[src/rtl/ps2_kbd_tx.sv]
// PS/2 keyboard device model: scan-code FIFO serialised as 11-bit device-to-host frames.
// Latency: a push into an idle, empty block shows the start bit two clocks later; each frame takes 22*CLK_DIV clocks plus GAP_CYCLES.
// Backpressure: none; pushes that do not fit are dropped and latch the sticky overflow flag.
// Optional feature: define PS2_KBD_TX_AUTOBREAK_EN so that wr_release pushes the 0xF0 break prefix plus the code.
module ps2_kbd_tx #(
    parameter int CLK_DIV    = 50,
    parameter int GAP_CYCLES = 200,
    parameter int FIFO_DEPTH = 8
) (
    input  logic       clk,
    input  logic       clrn,
    input  logic       wr_en,
    input  logic [7:0] wr_data,
    input  logic       wr_release,
    output logic       ps2_clk,
    output logic       ps2_data,
    output logic       busy,
    output logic       full,
    output logic       overflow
);
    localparam int AW   = $clog2(FIFO_DEPTH);
    localparam int CW   = AW + 1;
    localparam int TMAX = (CLK_DIV > GAP_CYCLES) ? CLK_DIV : GAP_CYCLES;
    localparam int TW   = $clog2(TMAX);

    typedef enum logic [1:0] {
        ST_IDLE = 2'd0,
        ST_HIGH = 2'd1,
        ST_LOW  = 2'd2,
        ST_GAP  = 2'd3
    } state_t;

    state_t        state, state_nxt;

    logic [7:0]    mem [FIFO_DEPTH];
    logic [AW-1:0] wr_ptr, rd_ptr;
    logic [CW-1:0] count, count_add;
    logic          push_two, push_ok, push_drop, pop;
    logic          fifo_empty, fits_one, fits_two;
    logic [7:0]    head;

    logic [TW-1:0] tmr;
    logic [3:0]    bit_idx;
    logic [10:0]   frame;
    logic          div_done, gap_done;
    logic          ps2_clk_nxt, ps2_data_nxt, busy_nxt;

`ifdef PS2_KBD_TX_AUTOBREAK_EN
    assign push_two = wr_release;
`else
    logic unused_release;
    assign push_two       = 1'b0;
    assign unused_release = wr_release;
`endif

    // ---------------- byte FIFO ----------------
    assign fifo_empty = (count == '0);
    assign full       = (count == CW'(FIFO_DEPTH));
    assign fits_one   = !full;
    // A same-cycle pop never makes room: free space is judged on the current count.
    assign fits_two   = (count <= CW'(FIFO_DEPTH - 2));
    assign push_ok    = wr_en && (push_two ? fits_two : fits_one);
    assign push_drop  = wr_en && !push_ok;
    assign pop        = (state == ST_IDLE) && !fifo_empty;
    assign head       = mem[rd_ptr];
    assign count_add  = push_ok ? (push_two ? CW'(2) : CW'(1)) : '0;

    always_ff @(posedge clk) begin
        if (push_ok) begin
            if (push_two) begin
                mem[wr_ptr]            <= 8'hF0;
                mem[wr_ptr + AW'(1)]   <= wr_data;
            end else begin
                mem[wr_ptr] <= wr_data;
            end
        end
    end

    always_ff @(posedge clk or negedge clrn) begin
        if (!clrn) begin
            wr_ptr   <= '0;
            rd_ptr   <= '0;
            count    <= '0;
            overflow <= 1'b0;
        end else begin
            if (push_ok)
                wr_ptr <= wr_ptr + (push_two ? AW'(2) : AW'(1));
            if (pop)
                rd_ptr <= rd_ptr + AW'(1);
            count <= count + count_add - CW'(pop);
            if (push_drop)
                overflow <= 1'b1;
        end
    end

    // ---------------- frame FSM ----------------
    assign div_done = (tmr == TW'(CLK_DIV - 1));
    assign gap_done = (tmr == TW'(GAP_CYCLES - 1));

    always_ff @(posedge clk or negedge clrn) begin
        if (!clrn)
            state <= ST_IDLE;
        else
            state <= state_nxt;
    end

    always_comb begin
        state_nxt = state;
        unique case (state)
            ST_IDLE: if (!fifo_empty) state_nxt = ST_HIGH;
            ST_HIGH: if (div_done)    state_nxt = ST_LOW;
            ST_LOW:  if (div_done)    state_nxt = (bit_idx < 4'd10) ? ST_HIGH : ST_GAP;
            ST_GAP:  if (gap_done)    state_nxt = ST_IDLE;
            default:                  state_nxt = ST_IDLE;
        endcase
    end

    // Timer restarts on every state change; the frame shifts only on LOW->HIGH so data moves with ps2_clk rising.
    always_ff @(posedge clk or negedge clrn) begin
        if (!clrn) begin
            tmr     <= '0;
            bit_idx <= '0;
            frame   <= '1;
        end else begin
            if (state_nxt != state || state == ST_IDLE)
                tmr <= '0;
            else
                tmr <= tmr + TW'(1);

            if (pop) begin
                frame   <= {1'b1, ~^head, head, 1'b0};
                bit_idx <= '0;
            end else if (state == ST_LOW && state_nxt == ST_HIGH) begin
                frame   <= {1'b1, frame[10:1]};
                bit_idx <= bit_idx + 4'd1;
            end
        end
    end

    always_comb begin
        ps2_clk_nxt  = 1'b1;
        ps2_data_nxt = 1'b1;
        busy_nxt     = 1'b1;
        unique case (state)
            ST_IDLE: busy_nxt     = 1'b0;
            ST_HIGH: ps2_data_nxt = frame[0];
            ST_LOW: begin
                ps2_clk_nxt  = 1'b0;
                ps2_data_nxt = frame[0];
            end
            ST_GAP:  busy_nxt     = 1'b1;
            default: busy_nxt     = 1'b0;
        endcase
    end

    always_ff @(posedge clk or negedge clrn) begin
        if (!clrn) begin
            ps2_clk  <= 1'b1;
            ps2_data <= 1'b1;
            busy     <= 1'b0;
        end else begin
            ps2_clk  <= ps2_clk_nxt;
            ps2_data <= ps2_data_nxt;
            busy     <= busy_nxt;
        end
    end

endmodule

[config.mk]
export PLATFORM = sky130hd
export DESIGN_NAME = ps2_kbd_tx
export DESIGN_NICKNAME = d
export VERILOG_FILES = /design/src/rtl/ps2_kbd_tx.sv
export SDC_FILE = /design/constraint.sdc
export NUM_CORES = 1
export LEC_CHECK = 0
export CAP_MARGIN = 10
export CORE_MARGIN = 2
export CORE_UTILIZATION = 45
export DETAILED_ROUTE_END_ITERATION = 8
export DONT_BUFFER_PORTS = 1
export REMOVE_ABC_BUFFERS = 1
export SLEW_MARGIN = 30
export SYNTH_ARGS = -nofsm -noshare
export SYNTH_HDL_FRONTEND = slang
export SYNTH_SLANG_ARGS = --single-unit
[constraint.sdc]
create_clock -name clk -period 2.7 [get_ports clk]
set_clock_uncertainty 0.05 [all_clocks]
set_input_delay 0.27 -clock clk [delete_from_list [all_inputs] [get_ports clk]]
set_output_delay 0.27 -clock clk [all_outputs]
set_load 0.05 [all_outputs]
== Yosys cells after proc, flatten, opt, wreduce, memory -nomap -nowiden ==
Memories as Yosys holds them, arrays and structs flattened.
Cells that the tools add are included.

* Add/subtract/negate cells: 6
* Reductions and logical operators: 13
* $lt $le $gt $ge: 1
* Equality and inequality tests: 8
* Mux-type cells: 17

{| class="wikitable"
|+ Operators with widths
! operator !! number
|-
| 2-to-1 mux 11 bit || 2
|-
| 2-to-1 mux 2 bit || 5
|-
| adder 8 x 1 -> 8 bit, second input constant || 1
|-
| equality test 8 x 6 -> 1 bit, second input constant || 1
|-
| equality test 8 bit, second input constant || 1
|-
| 2-to-1 mux 4 bit || 2
|-
| 2-to-1 mux 8 bit || 1
|-
| case mux 2 bit (4 select lines) || 1
|-
| XNOR reduction 8 bit || 1
|-
| adder 3 x 1 -> 3 bit, second input constant || 2
|-
| 2-to-1 mux 1 bit || 6
|-
| adder 4 x 1 -> 4 bit || 1
|-
| adder 4 x 1 -> 4 bit, second input constant || 1
|-
| equality test 2 x 1 -> 1 bit, second input constant || 2
|-
| equality test 2 bit, second input constant || 2
|-
| equality test 4 bit, second input constant || 1
|-
| logical AND 1 bit || 4
|-
| zero test 4 bit || 1
|-
| less-than comparator 4 bit, second input constant || 1
|-
| subtractor 4 x 1 -> 4 bit || 1
|-
| zero test 1 bit || 3
|-
| zero test 2 bit || 1
|-
| != test 2 bit || 1
|-
| nonzero test 2 bit || 1
|-
| 2 further kinds || 2
|}

* Memory bits (writable): 64
* Register bits: 39
* Memories kept: 1

{| class="wikitable"
|+ Memories
! memory !! words !! width !! read ports !! clocked after memory_dff !! write ports !! line !! source
|-
| mem || 8 || 8 || 1 || 0 || 1 || 35 || <nowiki>logic [7:0] mem [FIFO_DEPTH];</nowiki>
|}

== Depth between registers and ports, before layout ==
Gate-level depths: netlist of run 1.

* Depth after elaboration: 8
* Depth in mapped cells: 12
* Depth with buffers taken out: 11

== Worst setup path before layout of run 1 ==
Ideal clock, no wire load.

* Kind: flip-flop to flip-flop
* From: register state[0]
* To: register count[3]
* Clock period less this slack: 2.384 ns
* Setup slack: 0.316 ns
* Required time: 2.571 ns
* Setup time: 0.079 ns
* Data arrival time: 2.255 ns
* Cell stages (with the launch flop): 12
* Cell sequence: dfrtp_1 inv_1 ha_1 nand2_1 inv_1 clkbuf_1 ha_1 inv_1 ha_1 a21o_1 a21oi_1 xor2_1

* Longest elaborated chain between the ends: 3

{| class="wikitable"
|+ RTL lines
! element !! line !! source
|-
| start: declaration || 33 || <nowiki>state_t state, state_nxt;</nowiki>
|-
| start signal: assignment || 104 || <nowiki>state <= state_nxt;</nowiki>
|-
| zero test 2 bit || 64 || <nowiki>assign pop = (state == ST_IDLE) && !fifo_empty;</nowiki>
|-
| logical AND 1 bit || 64 ||
|-
| subtractor 4 x 1 -> 4 bit || 90 || <nowiki>count <= count + count_add - CW'(pop);</nowiki>
|-
| end signal: assignment || 90 ||
|-
| end: declaration || 37 || <nowiki>logic [CW-1:0] count, count_add;</nowiki>
|}

No other way between the ends.
A chain may end at the register's enable or synchronous reset.

== Worst setup path after layout of run 1 ==
* From: register state[1]
* To: register frame[6]

* Longest elaborated chain between the ends: 5
* Elaborated cells on any way between the ends: 14
* Those cells by class: 4 x eq/ne; 6 x mux; 4 x reduce/logical

{| class="wikitable"
|+ RTL lines
! element !! line !! source
|-
| equality test 2 bit (tied with other cells) || 109 || <nowiki>unique case (state)</nowiki>
|-
| case mux 2 bit (4 select lines) || 109 ||
|-
| equality test 2 x 1 -> 1 bit || 133 || <nowiki>end else if (state == ST_LOW && state_nxt == ST_HIGH) begin</nowiki>
|-
| logical AND 1 bit || 133 ||
|-
| nonzero test 2 bit (no source line) || -- ||
|-
| end signal: assignment || 131 || <nowiki>frame <= {1'b1, ~^head, head, 1'b0};</nowiki>
|-
| end signal: assignment || 134 || <nowiki>frame <= {1'b1, frame[10:1]};</nowiki>
|-
| end: declaration || 44 || <nowiki>logic [10:0] frame;</nowiki>
|}

Several ways; a longest one is shown, not always the timed one.

==> out/qor.yml, run 1 <==
clock_network:
  root_buffer: "clkbuf_8"
  cts_setup_buffers: 0
  cts_tree: "done"
  cts_hold_buf: 11
  cts_resized: 0
  htree_levels: 3
  cts_buffer_depth: 2
  clkLatencyLatePin_ns: 0.38
  cts_buffers: 9
  clk_pin_slew_worst_paths_ns: 0.10
  clock-sinks: 102
grt:
  gr-total-overflow: 0
  antenna_found_initial: 0
  track_usage_pct: 16.5
  grt_pass1_wl_mm: 14.2
  grt_start_max_net_pins: 39
  grt_pass1_vias: 2819
floorplan:
  num_io_pins: 17
  die-area_um2: 11700
  core_um2: 10400
  rows: 37
  die_x_um: 108
  die_h_um: 108
  start_util_pct: 46.7
placement:
  place_area_um2: 5080
  hpwl_mm: 5.75
  gp_congestion: 0.775
  post-place-ws_ns: 0.339
  io_buffer_count: 0
sta:
  relSlewSlack_pct: 64.4
  fmax_mhz: 426
  fin_tns_setup_ns: 0
  worst-slew-pin-transition_ns: 0.530
  setup_viol: 0
  drv_slew: 0
  fin_crit_ns: 2.35
  fin_crit_sh_pct: 87.0
  hold_viol: 0
  rsz0062_at_grt: "no"
  worst_slack_ns: 0.350
critical_path:
  rr_worst_depth: 8
  critPathMaxStageDelay_ns: 0.46
  cp_cell_sequence: "inv_1 -> ha_1 -> and3_1 -> o21a_1 -> o32ai_4 -> buf_4 -> mux2i_1 -> a21oi_1"
  cpMaxStageDelayCell: "dfrtp_1"
  cp.depth: 8
  required_ns: 2.95
  crit_type: "reg -> reg"
  r2r_slack_ns: 0.35
  crit_arrival_ns: 2.60
  r2r-start: "state[1]$_DFF_PN0_"
  path_buf_inv: 2
  endpoint_kind: "flip-flop"
  cp_top_family: "compound AO/OA/AOI/OAI gates"
  crit_path_max_fanout: 18
  reg2reg_to: "frame[6]$_DFFE_PN1P_"
  start_kind: "flip-flop"
hold_path:
  hold_path_end: "wr_ptr[1]$_DFFE_PN0P_"
  hold_depth: 3
  hp-start: "wr_en"
  hp-class: "in -> reg"
synth:
  synth-seq-cells: 102
  synth_most_common_cell: "edfxtp_1"
  synth_xor_area_share_pct: 7.03
  synth-seq-area-share_pct: 59.4
  netlist_top_cells_area: "edfxtp_1, dfrtp_1, mux4_2, dfstp_2, mux2i_1"
  synth-edff-count: 64
  synth_top_family_by_area: "multiplexers"
  synthMuxAreaShare_pct: 13.3
  yosys.area.top_type: "edfxtp_1"
  synth_top_cells_by_count: "edfxtp_1, mux2i_1, dfrtp_1"
  synth_area_um2: 4860
  postSynthAreaPerCell_um2: 14.3
  yosysWarnings: 0
  synth_fa_ha_area_share_pct: 4.53
  yosys.area_share.simple_pct: 7.75
  synth-main-ff-cell: "edfxtp_1"
  synthCells: 341
  ys_types: 43
  async_flop_share_pct: 37.3
  yosysTopAreaCellShare_pct: 39.5
  synth_compound_area_share_pct: 5.48
drt:
  drt_iter0_drc: 130
  wl_per_cell_um: 16.8
  dr.pass1.iters: 4
  drcViolationCount: 0
  finalWirelength_mm: 8.52
  vias: 2649
  avgViaCountPerCell: 5.22
  drtAntennaViolNets: 0
finish:
  layout.nets: 395
  area_growth_pct: 10.8
  antenna_cells: 0
  final_area_um2: 5390
  drive_above_1_share_pct: 16.7
  nFillCells: 899
pwr:
  power.density_nw_per_um2: 657
  p_leak_nw: 1.99
  p_total_mw: 3.54
  ir_drop_mv: 0.514
status:
  status: "finished clean"
job:
  maxCapViolations: 0
[tightest hold or removal path, delay by kind of cell]
kind / cells / cell delay [ns]
simple gates: 3 / 0.28
[layout make-up]
cell class | count | area [µm²] | share of cell area [%]
Sequential cell | 102 | 2890 | 53.6
Multi-Input combinational cell | 212 | 1850 | 34.3
Timing Repair Buffer | 25 | 238 | 4.41
Tap cell | 136 | 170 | 3.16
Clock buffer | 9 | 124 | 2.30
Clock inverter | 7 | 60.1 | 1.11
Inverter | 16 | 60.1 | 1.11
[through the flow]
stage / std cells / hold WS, ns / utilization, %
final: 507 / 0.140 / 51.7
after floorplan: 330 / -0.0756 / -
after CTS: 507 / 0.122 / 51.7
after global placement: 480 / -0.0746 / 48.8
after global routing: 507 / 0.150 / 51.7
after detailed placement: 480 / -0.0745 / 48.8
[kinds of logic (layout without fill, tap and decap cells)]
group / after synthesis / after routing
flip-flops: 102 / 102
AND/OR/NAND/NOR: 75 / 75
multiplexers: 44 / 44
XOR/XNOR: 39 / 39
AO/OA/AOI/OAI: 37 / 37
buffers and inverters: 27 / 57
adder cells (fa/ha/maj): 17 / 17
[layer usage]
metal	part of all wire, %	vias to the layer above	GRT usage [%]
li1	-	1297	-
met1	45	1303	20.6
met2	49	34	27.4
met3	3.1	15	4.22
met4	2.3	0	7.23
met5	0	-	0
[sequential cells by signal, summed over array words and instances (netlist names)]
| signal | count |
|---|---|
| busy | 1 |
| ps2_clk | 1 |
| rd_ptr | 3 |
| wr_ptr | 3 |
| ps2_data | 1 |
| frame | 10 |
| bit_idx | 4 |
| count | 4 |
| state | 2 |
| tmr | 8 |
| overflow | 1 |
| mem | 64 |
[cells in the final DEF (no fill, tap or decap), types with 15 or more instances in the layout]
cell	count
inv_1	16
mux4_2	15
ha_1	16
mux2i_1	28
nor2_1	20
dfrtp_1	26
xnor2_1	15
nand2_1	21
edfxtp_1	64
xor2_1	24
[where the power goes]
part,internal (mW),switching [mW]
logic,0.291,0.359
registers,1.88,0.119
clock network,0.347,0.551
[worst max-delay path by stage]
| stage | startpoint | slack, ns | endpoint |
|---|---|---|---|
| after floorplan | state[0]$_DFF_PN0_ | 0.15 | count[2]$_DFF_PN0_ |
| after global placement | state[1]$_DFF_PN0_ | 0.42 | frame[1]$_DFFE_PN1P_ |
| after detailed placement | state[1]$_DFF_PN0_ | 0.34 | frame[6]$_DFFE_PN1P_ |
| after CTS | state[0]$_DFF_PN0_ | 0.33 | frame[6]$_DFFE_PN1P_ |
| after global routing | state[0]$_DFF_PN0_ | 0.18 | bit_idx[1]$_DFFE_PN0P_ |
| final | state[1]$_DFF_PN0_ | 0.35 | frame[6]$_DFFE_PN1P_ |
Note: power is estimated with default switching activity, not from simulation.
==> inputs of run 2 (changes only) <==
clock period = 2.1 ns   (was 2.7 ns; I/O delays follow)
==> run 2 against run 1 <==
Effect of this change: flip-flop and latch count stayed put; sequential power is 30% higher; wire length is 0.33% higher; largest cell class unchanged; power is 32% higher; via count is 1.7% higher; die area stayed put; global-route usage is 0.15 points lower; clock power is 37% higher; critical path type unchanged; worst setup slack worse by 0.30 ns; clock-buffer cell count is 2 higher.
==> out/qor.yml, run 2 (synthesis gave the netlist of run 1 again) <==
status:
  status: "finished clean"  # unchanged
grt:
  grt_pass1_vias: 2825  # was 2819
  grt_pass1_wl_mm: 14.2  # about the same
  track_usage_pct: 16.4  # was 16.5%
  gr-total-overflow: 0  # unchanged
  grt_start_max_net_pins: 39  # unchanged
  antenna_found_initial: 0  # unchanged
finish:
  largest_register: "mem"  # unchanged
  area_growth_pct: 16.9  # was 10.8%
  drive_above_1_share_pct: 25.4  # was 16.7%
  layout.nets: 418  # was 395
  layout.area.seq_um2: 2890  # unchanged
  largest_reg_flops: 64  # unchanged
  multi_input_area_um2: 1920  # was 1850 µm²
  nFillCells: 885  # was 899
  antenna_cells: 0  # unchanged
  mostFrequentLayoutCells: "edfxtp_1, buf_4, mux2i_1"  # was edfxtp_1, mux2i_1, dfrtp_1
  final_common_cell: "edfxtp_1"  # unchanged
  largestRegisters: "mem (64), frame (10), tmr (8)"  # unchanged
placement:
  gp_congestion: 0.806  # was 0.775
  io_buffer_count: 0  # unchanged
  hpwl_mm: 5.88  # was 5.75 mm
  post-place-ws_ns: 0.00694  # was 0.339 ns
clock_network:
  root_buffer: "clkbuf_8"  # unchanged
  clkLatencyLatePin_ns: 0.38  # about the same
  cts_buffer_depth: 2  # unchanged
  cts_tree: "done"  # unchanged
  htree_levels: 3  # unchanged
  clk_pin_slew_worst_paths_ns: 0.10  # about the same
  clock-sinks: 102  # unchanged
  cts_buffers: 9  # unchanged
pwr:
  power.density_nw_per_um2: 825  # was 657 nW/µm²
  ir_drop_mv: 0.754  # was 0.514 mV
  p_leak_nw: 2.12  # was 1.99 nW
floorplan:
  num_io_pins: 17  # unchanged
  core_um2: 10400  # unchanged
  rows: 37  # unchanged
  die_x_um: 108  # unchanged
  die_h_um: 108  # unchanged
  start_util_pct: 46.7  # unchanged
  die-area_um2: 11700  # unchanged
sta:
  worst-slew-pin-transition_ns: 0.469  # was 0.530 ns
  drv_slew: 0  # unchanged
  hold_viol: 0  # unchanged
  fmax_mhz: 488  # was 426 MHz
  relSlewSlack_pct: 68.7  # was 64.4%
  fin_hold_ws_ns: 0.149  # was 0.140 ns
  worst_slack_ns: 0.0515  # was 0.350 ns
  fin_crit_ns: 2.05  # was 2.35 ns
  fin_crit_sh_pct: 97.5  # was 87.0%
  setup_viol: 0  # unchanged
  rsz0062_at_grt: "yes"  # was no
critical_path:
  reg2reg_to: "tmr[2]$_DFF_PN0_"  # was frame[6]$_DFFE_PN1P_
  r2r-start: "tmr[3]$_DFF_PN0_"  # was state[1]$_DFF_PN0_
  crit_path_max_fanout: 8  # was 18
  endpoint_kind: "flip-flop"  # unchanged
  start_kind: "flip-flop"  # unchanged
  r2r_slack_ns: 0.05  # was 0.35 ns
  rr_worst_depth: 6  # was 8
  crit_arrival_ns: 2.26  # was 2.60 ns
  crit_type: "reg -> reg"  # unchanged
  required_ns: 2.31  # was 2.95 ns
drt:
  drtAntennaViolNets: 0  # unchanged
  avgViaCountPerCell: 5.08  # was 5.22
  wl_per_cell_um: 16.1  # was 16.8 µm
  vias: 2694  # was 2649
  finalWirelength_mm: 8.55  # was 8.52 mm
  drcViolationCount: 0  # unchanged
  drt_iter0_drc: 101  # was 130
  dr.pass1.iters: 4  # unchanged
hold_path:
  hp-class: "in -> reg"  # unchanged
  hold_path_end: "wr_ptr[1]$_DFFE_PN0P_"  # unchanged
  hold_depth: 4  # was 3
  hp-start: "wr_en"  # unchanged
job:
  maxCapViolations: 0  # unchanged
[run 2: repair_timing]
| item | 4_1_cts | 5_1_grt |
|---|---|---|
| gates resized for setup | 4 | 17 |
| endpoints found under the hold margin | 103 | 0 |
| setup buffers | 0 | 3 |
| endpoints found under the setup margin | 4 | 22 |
| hold buffers | 11 | 0 |
| pin swaps | 0 | 5 |
[run 2: worst max-delay path, stage by stage (launching register included)]
cell,delay (ns)
dfrtp_1,0.39
or3_1,0.39
or2_1,0.26
a311o_1,0.31
a211oi_2,0.26
nand3b_4,0.22
nor2_1,0.07
[run 2: per-stage QoR]
| step | setup TNS, ns | std cells | area [µm²] | util (%) | power [mW] |
|---|---|---|---|---|---|
| 6_report | 0 | 530 | 5690 | 54.6 | 4.69 |
| 3_3_place_gp | -0.0112 | 500 | 5270 | 50.6 | 3.39 |
| 4_1_cts | 0 | 527 | 5610 | 53.8 | 4.72 |
| 5_1_grt | -0.381 | 530 | 5690 | 54.6 | 4.96 |
| 3_5_place_dp | 0 | 500 | 5270 | 50.6 | 3.43 |
| 2_1_floorplan | -3.78 | 330 | 4800 | - | 3.17 |
[run 2: cell type report]
type | count | share of cell area [%]
inverter | 16 | 1.06
multi-input combinational | 212 | 33.8
clock buffer | 11 | 2.31
timing repair buffer | 48 | 7.94
tap | 136 | 2.99
sequential | 102 | 50.8
clock inverter | 5 | 1.12
[run 2: power breakdown]
group / total (mW) / internal (mW) / switching [mW]
Combinational: 0.889 / 0.417 / 0.473
Clock: 1.23 / 0.565 / 0.662
Sequential: 2.58 / 2.41 / 0.166
Total: 4.69 / 3.39 / 1.30
[run 2: routing by layer]
metal | track usage (%) | up-vias | routed length (µm)
met3 | 5.73 | 8 | 298
met5 | 0 | - | 0
li1 | - | 1342 | -
met1 | 20.5 | 1312 | 3880
met2 | 27.1 | 32 | 4280
met4 | 4.76 | 0 | 93
[run 2: how the worst max path moves through the flow]
stage	start	end	slack [ns]	cells past startpoint
4_1_cts	rd_ptr[0]$_DFFE_PN0N_	frame[9]$_DFFE_PN1P_	0.02	8
3_3_place_gp	rd_ptr[0]$_DFFE_PN0N_	frame[9]$_DFFE_PN1P_	-0.01	8
6_report	tmr[3]$_DFF_PN0_	tmr[2]$_DFF_PN0_	0.05	6
3_5_place_dp	tmr[0]$_DFF_PN0_	tmr[2]$_DFF_PN0_	0.007	7
5_1_grt	state[0]$_DFF_PN0_	frame[1]$_DFFE_PN1P_	-0.06	8
2_1_floorplan	state[0]$_DFF_PN0_	count[2]$_DFF_PN0_	-0.45	9
==> inputs of run 3 (changes only) <==
CAP_MARGIN = 20   (was 10)
CORE_MARGIN = 1.5   (was 2)
SLEW_MARGIN = 20   (was 30)
==> run 3 against run 2 <==
Effect of this change: final cell count up 1.1%; power up 2.6%; clock-buffer cell count down 2; combinational power up 6.4%; highest routed layer unchanged; via count up 1.7%; non-clock buffer count up 6; largest power group unchanged.
==> out/qor.yml, run 3 (synthesis gave the netlist of run 1 again) <==
status:
  status: "finished clean"  # unchanged
pwr:
  p_leak_nw: 2.17  # was 2.12 nW
  power.density_nw_per_um2: 825  # about the same
  ir_drop_mv: 0.580  # was 0.754 mV
  p_total_mw: 4.81  # was 4.69 mW
sta:
  worst_slack_ns: 0.0270  # was 0.0515 ns
  fin_crit_sh_pct: 98.7  # was 97.5%
  hold_viol: 0  # unchanged
  setup_viol: 0  # unchanged
  fin_crit_ns: 2.07  # was 2.05 ns
  fin_tns_setup_ns: 0  # unchanged
  worst-slew-pin-transition_ns: 0.495  # was 0.469 ns
  fmax_mhz: 482  # was 488 MHz
  relSlewSlack_pct: 67.0  # was 68.7%
  drv_slew: 0  # unchanged
  rsz0062_at_grt: "yes"  # unchanged
clock_network:
  htree_levels: 3  # unchanged
  clk_pin_slew_worst_paths_ns: 0.10  # about the same
  cts_tree: "done"  # unchanged
  root_buffer: "clkbuf_8"  # unchanged
  cts_buffers: 9  # unchanged
  clkLatencyLatePin_ns: 0.37  # was 0.38 ns
  clock-sinks: 102  # unchanged
  cts_buffer_depth: 2  # unchanged
placement:
  io_buffer_count: 0  # unchanged
  post-place-ws_ns: -0.0323  # was 0.00694 ns
  hpwl_mm: 5.83  # was 5.88 mm
  dp_cells: 502  # was 500
  gp_congestion: 0.786  # was 0.806
critical_path:
  required_ns: 2.35  # was 2.31 ns
  cpMaxStageDelayCell: "dfrtp_1"  # unchanged
  crit_arrival_ns: 2.33  # was 2.26 ns
  endpoint_kind: "flip-flop"  # unchanged
  start_kind: "flip-flop"  # unchanged
  crit_path_max_fanout: 8  # unchanged
  cp_top_family: "compound AO/OA/AOI/OAI gates"  # was simple AND/OR/NAND/NOR gates
  crit_type: "reg -> reg"  # unchanged
  cp_cell_sequence: "inv_1 -> ha_2 -> and4bb_4 -> a21oi_2 -> o21a_1 -> o32ai_4 -> buf_12 -> mux2i_2 -> mux2i_1"  # was or3_1 -> or2_1 -> a311o_1 -> a211oi_2 -> nand3b_4 -> nor2_1
  path_buf_inv: 2  # was 0
  critPathMaxStageDelay_ns: 0.41  # was 0.39 ns
grt:
  antenna_found_initial: 0  # unchanged
  track_usage_pct: 16.8  # was 16.4%
  gr-total-overflow: 0  # unchanged
  grt_pass1_vias: 2896  # was 2825
  grt_start_max_net_pins: 39  # unchanged
  grt_pass1_wl_mm: 14.4  # was 14.2 mm
finish:
  nFillCells: 839  # was 885
  area_growth_pct: 20.0  # was 16.9%
  multi_input_area_um2: 2000  # was 1920 µm²
  utilization_pct: 56.0  # was 54.6%
  largest_reg_flops: 64  # unchanged
  layout.area.seq_um2: 2890  # unchanged
  final_common_cell: "edfxtp_1"  # unchanged
  mostFrequentLayoutCells: "edfxtp_1, buf_4, dfrtp_1"  # was edfxtp_1, buf_4, mux2i_1
  drive_above_1_share_pct: 31.5  # was 25.4%
  largestRegisters: "mem (64), frame (10), tmr (8)"  # unchanged
  layout.nets: 424  # was 418
  largest_register: "mem"  # unchanged
  antenna_cells: 0  # unchanged
  finalNonFillerCells: 536  # was 530
floorplan:
  rows: 37  # unchanged
  num_io_pins: 17  # unchanged
  core_um2: 10400  # unchanged
  die_h_um: 107  # was 108 µm
  die_x_um: 107  # was 108 µm
  die-area_um2: 11400  # was 11700 µm²
  start_util_pct: 46.7  # unchanged
drt:
  top_layer: "met4"  # unchanged
  wl_met3_um: 155  # was 298 µm
  drt_iter0_drc: 96  # was 101
  drtAntennaViolNets: 0  # unchanged
  avgViaCountPerCell: 5.11  # was 5.08
  drt-met1-wl_mm: 4.08  # was 3.88 mm
  finalWirelength_mm: 8.77  # was 8.55 mm
  dr.pass1.iters: 4  # unchanged
  wl_per_cell_um: 16.4  # was 16.1 µm
  vias: 2740  # was 2694
  routed-wl-met2_mm: 4.39  # was 4.28 mm
  drcViolationCount: 0  # unchanged
job:
  maxCapViolations: 0  # unchanged
hold_path:
  hp-class: "in -> reg"  # unchanged
## run 3: cell count changes in the layout (fill, tap and decap cells not counted), sizes merged
cell,previous run,this run
clkbuf,11,10
clkinvlp,1,2
buf,38,43
clkinv,0,1
## run 3: stage by stage
stage | hold WS [ns] | cell area (µm²)
after floorplan | -0.136 | 4800
after global placement | -0.135 | 5290
after detailed placement | -0.134 | 5290
after CTS | 0.144 | 5640
after global routing | 0.150 | 5840
final | 0.150 | 5840
## run 3: routing by layer
metal	global-route usage [%]	up-vias
met4	6.86	0
met2	28.2	20
met1	21.4	1350
met3	3.16	11
met5	0	-
li1	-	1359
## run 3: final timing paths
path / from / end / slack [ns] / cells after the start
max: tmr[1]$_DFF_PN0_ / frame[1]$_DFFE_PN1P_ / 0.03 / 9
min: wr_en / wr_ptr[1]$_DFFE_PN0P_ / 0.15 / 4
max reg2reg: tmr[1]$_DFF_PN0_ / frame[1]$_DFFE_PN1P_ / 0.03 / 9
min reg2reg: frame[0]$_DFFE_PN1P_ / ps2_data$_DFF_PN1_ / 0.46 / 1
max in group asynchronous: clrn / frame[6]$_DFFE_PN1P_ / 1.50 / 2
min in group asynchronous: clrn / state[0]$_DFF_PN0_ / 0.22 / 2
## run 3: cell type report
cell class | instances | area share (%)
clock inverter | 7 | 1.37
clock buffer | 9 | 2.12
tap | 136 | 2.92
sequential | 102 | 49.5
inverter | 16 | 1.03
multi-input combinational | 212 | 34.3
timing repair buffer | 54 | 8.75
## run 3: where the power goes
part	internal (mW)	leakage (nW)	switching, mW
Clock	0.568	0.0973	0.714
Sequential	2.41	1.03	0.174
Combinational	0.450	1.05	0.496
Total	3.43	2.17	1.38
## run 3: timing repair
item                                    in CTS  in global routing
endpoints found under the setup margin      12                 23
pin swaps                                    0                 20
resized for setup                            5                 36
buffers inserted                             1                  5
endpoints found under the hold margin      103                  0
hold buffers                                11                  0
cloned                                       0                  1
## run 3: tightest hold or removal path, delay by kind of cell
family	cells	cell delay (ns)
buffers and inverters	1	0.11
AND/OR/NAND/NOR	3	0.22
==> variant 1 (settings of run 2) <==
Build with the macro `PS2_KBD_TX_AUTOBREAK_EN` defined.
--- a/src/rtl/ps2_kbd_tx.sv
+++ b/src/rtl/ps2_kbd_tx.sv
@@ -2,6 +2,8 @@
 // Latency: a push into an idle, empty block shows the start bit two clocks later; each frame takes 22*CLK_DIV clocks plus GAP_CYCLES.
 // Backpressure: none; pushes that do not fit are dropped and latch the sticky overflow flag.
 // Optional feature: define PS2_KBD_TX_AUTOBREAK_EN so that wr_release pushes the 0xF0 break prefix plus the code.
+`define PS2_KBD_TX_AUTOBREAK_EN
+
 module ps2_kbd_tx #(
     parameter int CLK_DIV    = 50,
     parameter int GAP_CYCLES = 200,
Check against the original RTL: not equivalent (Yosys sat finds a counterexample within 10 cycles, from zero or initial values).
==> variant 1 against run 2 <==
Sequential cell count did not move; wire length rose by 46%; setup slack got worse by 0.37 ns; cell area rose by 28%; die area rose by 13%; the run now ends with setup timing left; synthesized area rose by 14%; via count rose by 40%; highest routed layer unchanged; critical endpoint is now count[3]; largest cell class is now multi-input gates; critical path type unchanged; sequential share of layout area fell by 11 points; critical path depth rose by 6; final cell count rose by 32%; first-iteration DRC count rose by 63%.
Power is not compared: it rests on default switching activity, and its combinational part moved more than twofold at a synthesized area within 25%.
==> variant 1: results (changes against run 2) <==
{
  "worst_hold_path": {
    "sink_of_the_worst_hold_path": "mem[3][3]",
    "hold_start": "wr_data[3]",
    "hold_path_depth": {"value": 1, "change": "-3"}
  },
  "global_routing": {
    "grt_pass1_wl": {"value": 19480, "unit": "um", "change": "+38%"},
    "number_of_global_route_vias_before_repair": {"value": 3813, "change": "+35%"}
  },
  "timing": {
    "setup-tns-final": {"value": -3.254, "unit": "ns", "change": "-3.254 ns"},
    "fin_hold_ws": {"value": 0.01103, "unit": "ns", "change": "-0.1380 ns"},
    "finalSetupViolations": {"value": 97, "change": "+97"},
    "measured_slew_at_the_worst_slew_check_pin": {"value": 0.5070, "unit": "ns", "change": "+0.03819 ns"},
    "final.setup.worst_slack": {"value": -0.3177, "unit": "ns", "change": "-0.3692 ns"}
  },
  "critical_path": {
    "r2r-end": "count[3]",
    "crit_fanout": {"value": 3, "change": "-5"},
    "worst-endpoint-arrival": {"value": 2.64, "unit": "ns", "change": "+0.38 ns"},
    "worstReg2RegStart": "count[3]",
    "timing.reg2reg.worst_path_depth": {"value": 12, "change": "+6"}
  },
  "yosys": {
    "syn-instance-count": {"value": 470, "change": "+38%"},
    "synthTopCellsByCount": "sky130_fd_sc_hd__edfxtp_1 (64), sky130_fd_sc_hd__nor2_1 (33), sky130_fd_sc_hd__dfrtp_1 (26), sky130_fd_sc_hd__xor2_1 (26), sky130_fd_sc_hd__and2_1 (25)",
    "synth.top_cells.by_area": "sky130_fd_sc_hd__edfxtp_1 (35%), sky130_fd_sc_hd__dfrtp_1 (12%), sky130_fd_sc_hd__mux4_2 (6.5%)"
  },
  "layout": {
    "n_fill_cell": {"value": 951, "change": "+7.5%"},
    "final_cell_count_no_fill": {"value": 699, "change": "+32%"}
  },
  "outcome": {
    "run_status": "complete, but fails checks",
    "violations": "setup timing"
  },
  "clock_tree": {
    "clkLatencyLatePin": {"value": 0.35, "unit": "ns", "change": "-0.03 ns"}
  },
  "route": {
    "wl_met1": {"value": 5708, "unit": "um", "change": "+47%"},
    "routed-via-count": {"value": 3780, "change": "+40%"},
    "drt_iter0_drc": {"value": 165, "change": "+63%"},
    "routed-wl-met3": {"value": 316, "unit": "um", "change": "+6.0%"},
    "route.met2.wl": {"value": 6298, "unit": "um", "change": "+47%"}
  },
  "place": {
    "place_hpwl": {"value": 8459, "unit": "um", "change": "+44%"},
    "dp.cells": {"value": 658, "change": "+32%"},
    "gp_routability_congestion": {"value": 0.8303, "change": "+3.0%"}
  }
}
[variant 1: how the worst max path moves through the flow]
stage                         from  endpoint  slack [ns]  depth (start not counted)
final                     count[3]  count[3]       -0.32                         12
after detailed placement  count[2]  count[2]       -0.52                         12
after global routing      count[2]  count[3]       -0.41                         13
after floorplan           count[2]  count[2]       -0.39                         12
after global placement    count[2]  count[2]       -0.38                         12
after CTS                 count[2]  count[2]       -0.32                         12
[variant 1: power by group]
group,switching [mW],internal (mW)
registers,0.376,2.77
logic,2.54,2.50
clock network,0.727,1.04
total,3.64,6.31
[variant 1: final cells by class]
type | instances | area, sq um | share of cell area (%)
clock buffers | 9 | 225.2 | 3.084
flip-flops and latches | 102 | 2888 | 39.55
clock inverters | 7 | 88.84 | 1.217
well taps | 147 | 183.9 | 2.519
repair buffers | 87 | 867.1 | 11.87
multi-input cells | 324 | 2960 | 40.54
inverters | 23 | 88.84 | 1.217
[variant 1: critical path, cell delays in order (launching register included)]
cell	delay (ns)
sky130_fd_sc_hd__dfrtp_1	0.40
sky130_fd_sc_hd__ha_2	0.19
sky130_fd_sc_hd__nor3b_4	0.15
sky130_fd_sc_hd__a21oi_2	0.14
sky130_fd_sc_hd__a2bb2oi_2	0.19
sky130_fd_sc_hd__and2_4	0.20
sky130_fd_sc_hd__nand2_4	0.06
sky130_fd_sc_hd__ha_4	0.27
sky130_fd_sc_hd__inv_4	0.04
sky130_fd_sc_hd__ha_4	0.22
sky130_fd_sc_hd__a21o_1	0.16
sky130_fd_sc_hd__a21oi_2	0.14
sky130_fd_sc_hd__xor2_1	0.14
[variant 1: timing repair]
action / in CTS / in global routing
hold buffers: 12 / 0
hold endpoints to repair: 81 / 0
gates resized for setup: 61 / 84
pin swaps: 21 / 39
buffers inserted: 8 / 8
endpoints found under the setup margin: 141 / 145
cloned: 2 / 1
[variant 1: metal layers]
metal / track usage, % / vias up
li1: - / 1853
met1: 25.96 / 1879
met2: 32.47 / 34
met3: 3.005 / 14
met4: 7.711 / 0
met5: 0 / -
[variant 1: kinds of logic after synthesis]
kind of cell | after synthesis | synth area share, %
buffers and inverters | 44 | 3.118
XOR/XNOR | 40 | 6.326
flip-flops | 102 | 52.15
AO/OA/AOI/OAI | 71 | 8.066
multiplexers | 39 | 10.66
AND/OR/NAND/NOR | 153 | 14.66
adder cells (fa/ha/maj) | 21 | 5.016
[variant 1: through the flow]
stage | total power [mW] | worst slack, ns | instance area, sq um | utilization [%]
final | 9.945 | -0.3177 | 7302 | 60.79
after floorplan | 5.786 | -0.3916 | 5451 | -
after global routing | 10.55 | -0.4146 | 7302 | 60.79
after CTS | 9.583 | -0.3225 | 6959 | 57.94
after detailed placement | 7.206 | -0.5165 | 6151 | 51.21
after global placement | 7.093 | -0.3799 | 6151 | 51.21
==> variant 2 (settings of run 2) <==
Made on the original files. Put one more register stage on the output `overflow`, with the module's reset. The value now appears one clock later. The other outputs are not delayed to match.
--- a/src/rtl/ps2_kbd_tx.sv
+++ b/src/rtl/ps2_kbd_tx.sv
@@ -29,6 +29,8 @@
         ST_LOW  = 2'd2,
         ST_GAP  = 2'd3
     } state_t;
+
+    logic overflow_s0;
 
     state_t        state, state_nxt;
 
@@ -81,7 +83,7 @@
             wr_ptr   <= '0;
             rd_ptr   <= '0;
             count    <= '0;
-            overflow <= 1'b0;
+            overflow_s0 <= 1'b0;
         end else begin
             if (push_ok)
                 wr_ptr <= wr_ptr + (push_two ? AW'(2) : AW'(1));
@@ -89,7 +91,7 @@
                 rd_ptr <= rd_ptr + AW'(1);
             count <= count + count_add - CW'(pop);
             if (push_drop)
-                overflow <= 1'b1;
+                overflow_s0 <= 1'b1;
         end
     end
 
@@ -165,5 +167,13 @@
         end
     end
 
+    always_ff @(posedge clk or negedge clrn) begin
+        if (!clrn) begin
+            overflow <= '0;
+        end else begin
+            overflow <= overflow_s0;
+        end
+    end
+
 endmodule
 
Function: same outputs for any inputs over 10 cycles, from zero or initial values; that may be too few to reach the edited logic, so the function may still have changed.
==> variant 2 against run 2 <==
The run now ends with setup timing left; setup slack worse by 0.18 ns; sequential cell count up 1; total power shrank 0.77%; synthesized area up 0.15%; via count is 4.6% higher; cell area rose by 1.4%; clock power down 7%; synthesized cell count is 0.59% lower; wire length increased by 3.5%; hold slack got worse by 0.014 ns; utilization rose by 0.77 points; critical path depth increased by 3.
==> variant 2: results (changes against run 2) <==
{
  "outcome": {
    "run_status": "complete, but fails checks",
    "violations": "setup timing"
  },
  "timing": {
    "finalSetupViolations": {"value": 22, "change": "+22"},
    "final.setup.worst_slack": {"value": -0.1322, "unit": "ns", "change": "-0.1836 ns"}
  },
  "pwr": {
    "internal-power": {"value": 3.316, "unit": "mW", "change": "-2.3%"},
    "max-vdd-ir-drop": {"value": 0.5792, "unit": "mV", "change": "-23%"},
    "power.static_leakage": {"value": 2.130, "unit": "nW", "change": "+0.55%"},
    "power_frac_seq": {"value": 56.0, "unit": "%", "change": "+1.1 points"}
  },
  "yosys": {
    "synth_compound_gate_area_share": {"value": 7.631, "unit": "%", "change": "+2.1 points"},
    "synth_adder_area_share": {"value": 4.522, "unit": "%", "change": "-0.0070 points"},
    "synth.yosys.seq_area_share": {"value": 59.82, "unit": "%", "change": "+0.42 points"},
    "asr_flop_ratio_synth": {"value": 37.86, "unit": "%", "change": "+0.61 points"}
  },
  "layout": {
    "final_nets": {"value": 424, "change": "+1.4%"},
    "final_layout_size_suffix_gt1_share": {"value": 33.00, "unit": "%", "change": "+7.6 points"},
    "num-nonclk-buffers": {"value": 57, "change": "+19%"},
    "area_share_clock_buf_inv": {"value": 3.038, "unit": "%", "change": "-0.39 points"},
    "seqAreaFraction": {"value": 50.54, "unit": "%", "change": "-0.25 points"},
    "non_clock_buffers_area_share": {"value": 8.594, "unit": "%", "change": "+0.65 points"}
  },
  "global_routing": {
    "track_usage": {"value": 17.11, "unit": "%", "change": "+0.74 points"},
    "globalRouteMet2Util": {"value": 27.49, "unit": "%", "change": "+0.40 points"},
    "gr-usage-met1": {"value": 22.28, "unit": "%", "change": "+1.8 points"}
  },
  "critical_path": {
    "worstReg2RegStart": "tmr[0]",
    "timing.reg2reg.worst_path_depth": {"value": 9, "change": "+3"}
  },
  "route": {
    "route.met2.wl": {"value": 4414, "unit": "um", "change": "+3.3%"},
    "wl_met1": {"value": 4066, "unit": "um", "change": "+4.8%"},
    "routed_wire_length_per_instance": {"value": 16.51, "unit": "um", "change": "+2.4%"}
  },
  "place": {
    "post_dp_cell_area": {"value": 5294, "unit": "sq um", "change": "+0.40%"},
    "gp_routability_congestion": {"value": 0.8200, "change": "+1.7%"}
  },
  "clock_tree": {
    "post_cts_resize_count": {"value": 20, "change": "+16"}
  }
}
[variant 2: cell types whose count changed in the layout (fill, tap and decap cells not counted), moves of 4 or more]
cell                      change
sky130_fd_sc_hd__a22oi_1      +7
sky130_fd_sc_hd__a31oi_1      +6
sky130_fd_sc_hd__buf_4        +9
sky130_fd_sc_hd__mux2i_1     -11
sky130_fd_sc_hd__mux4_2       +4
sky130_fd_sc_hd__nand2_1      -7
sky130_fd_sc_hd__nor2_1       -9
sky130_fd_sc_hd__nor2_2       +7
sky130_fd_sc_hd__nor2b_1      -4
sky130_fd_sc_hd__o21ai_1      +4
sky130_fd_sc_hd__o21ai_2      +5
sky130_fd_sc_hd__xnor2_1      +4
[variant 2: per-stage QoR]
stage | hold slack, ns | std cells | TNS [ns]
floorplan | -0.1356 | 327 | -12.06
global placement | -0.1345 | 500 | -0.6816
detailed placement | -0.1344 | 500 | -1.080
CTS | 0.1283 | 531 | -0.7140
global route | 0.1350 | 536 | -4.005
finish | 0.1349 | 536 | -1.303
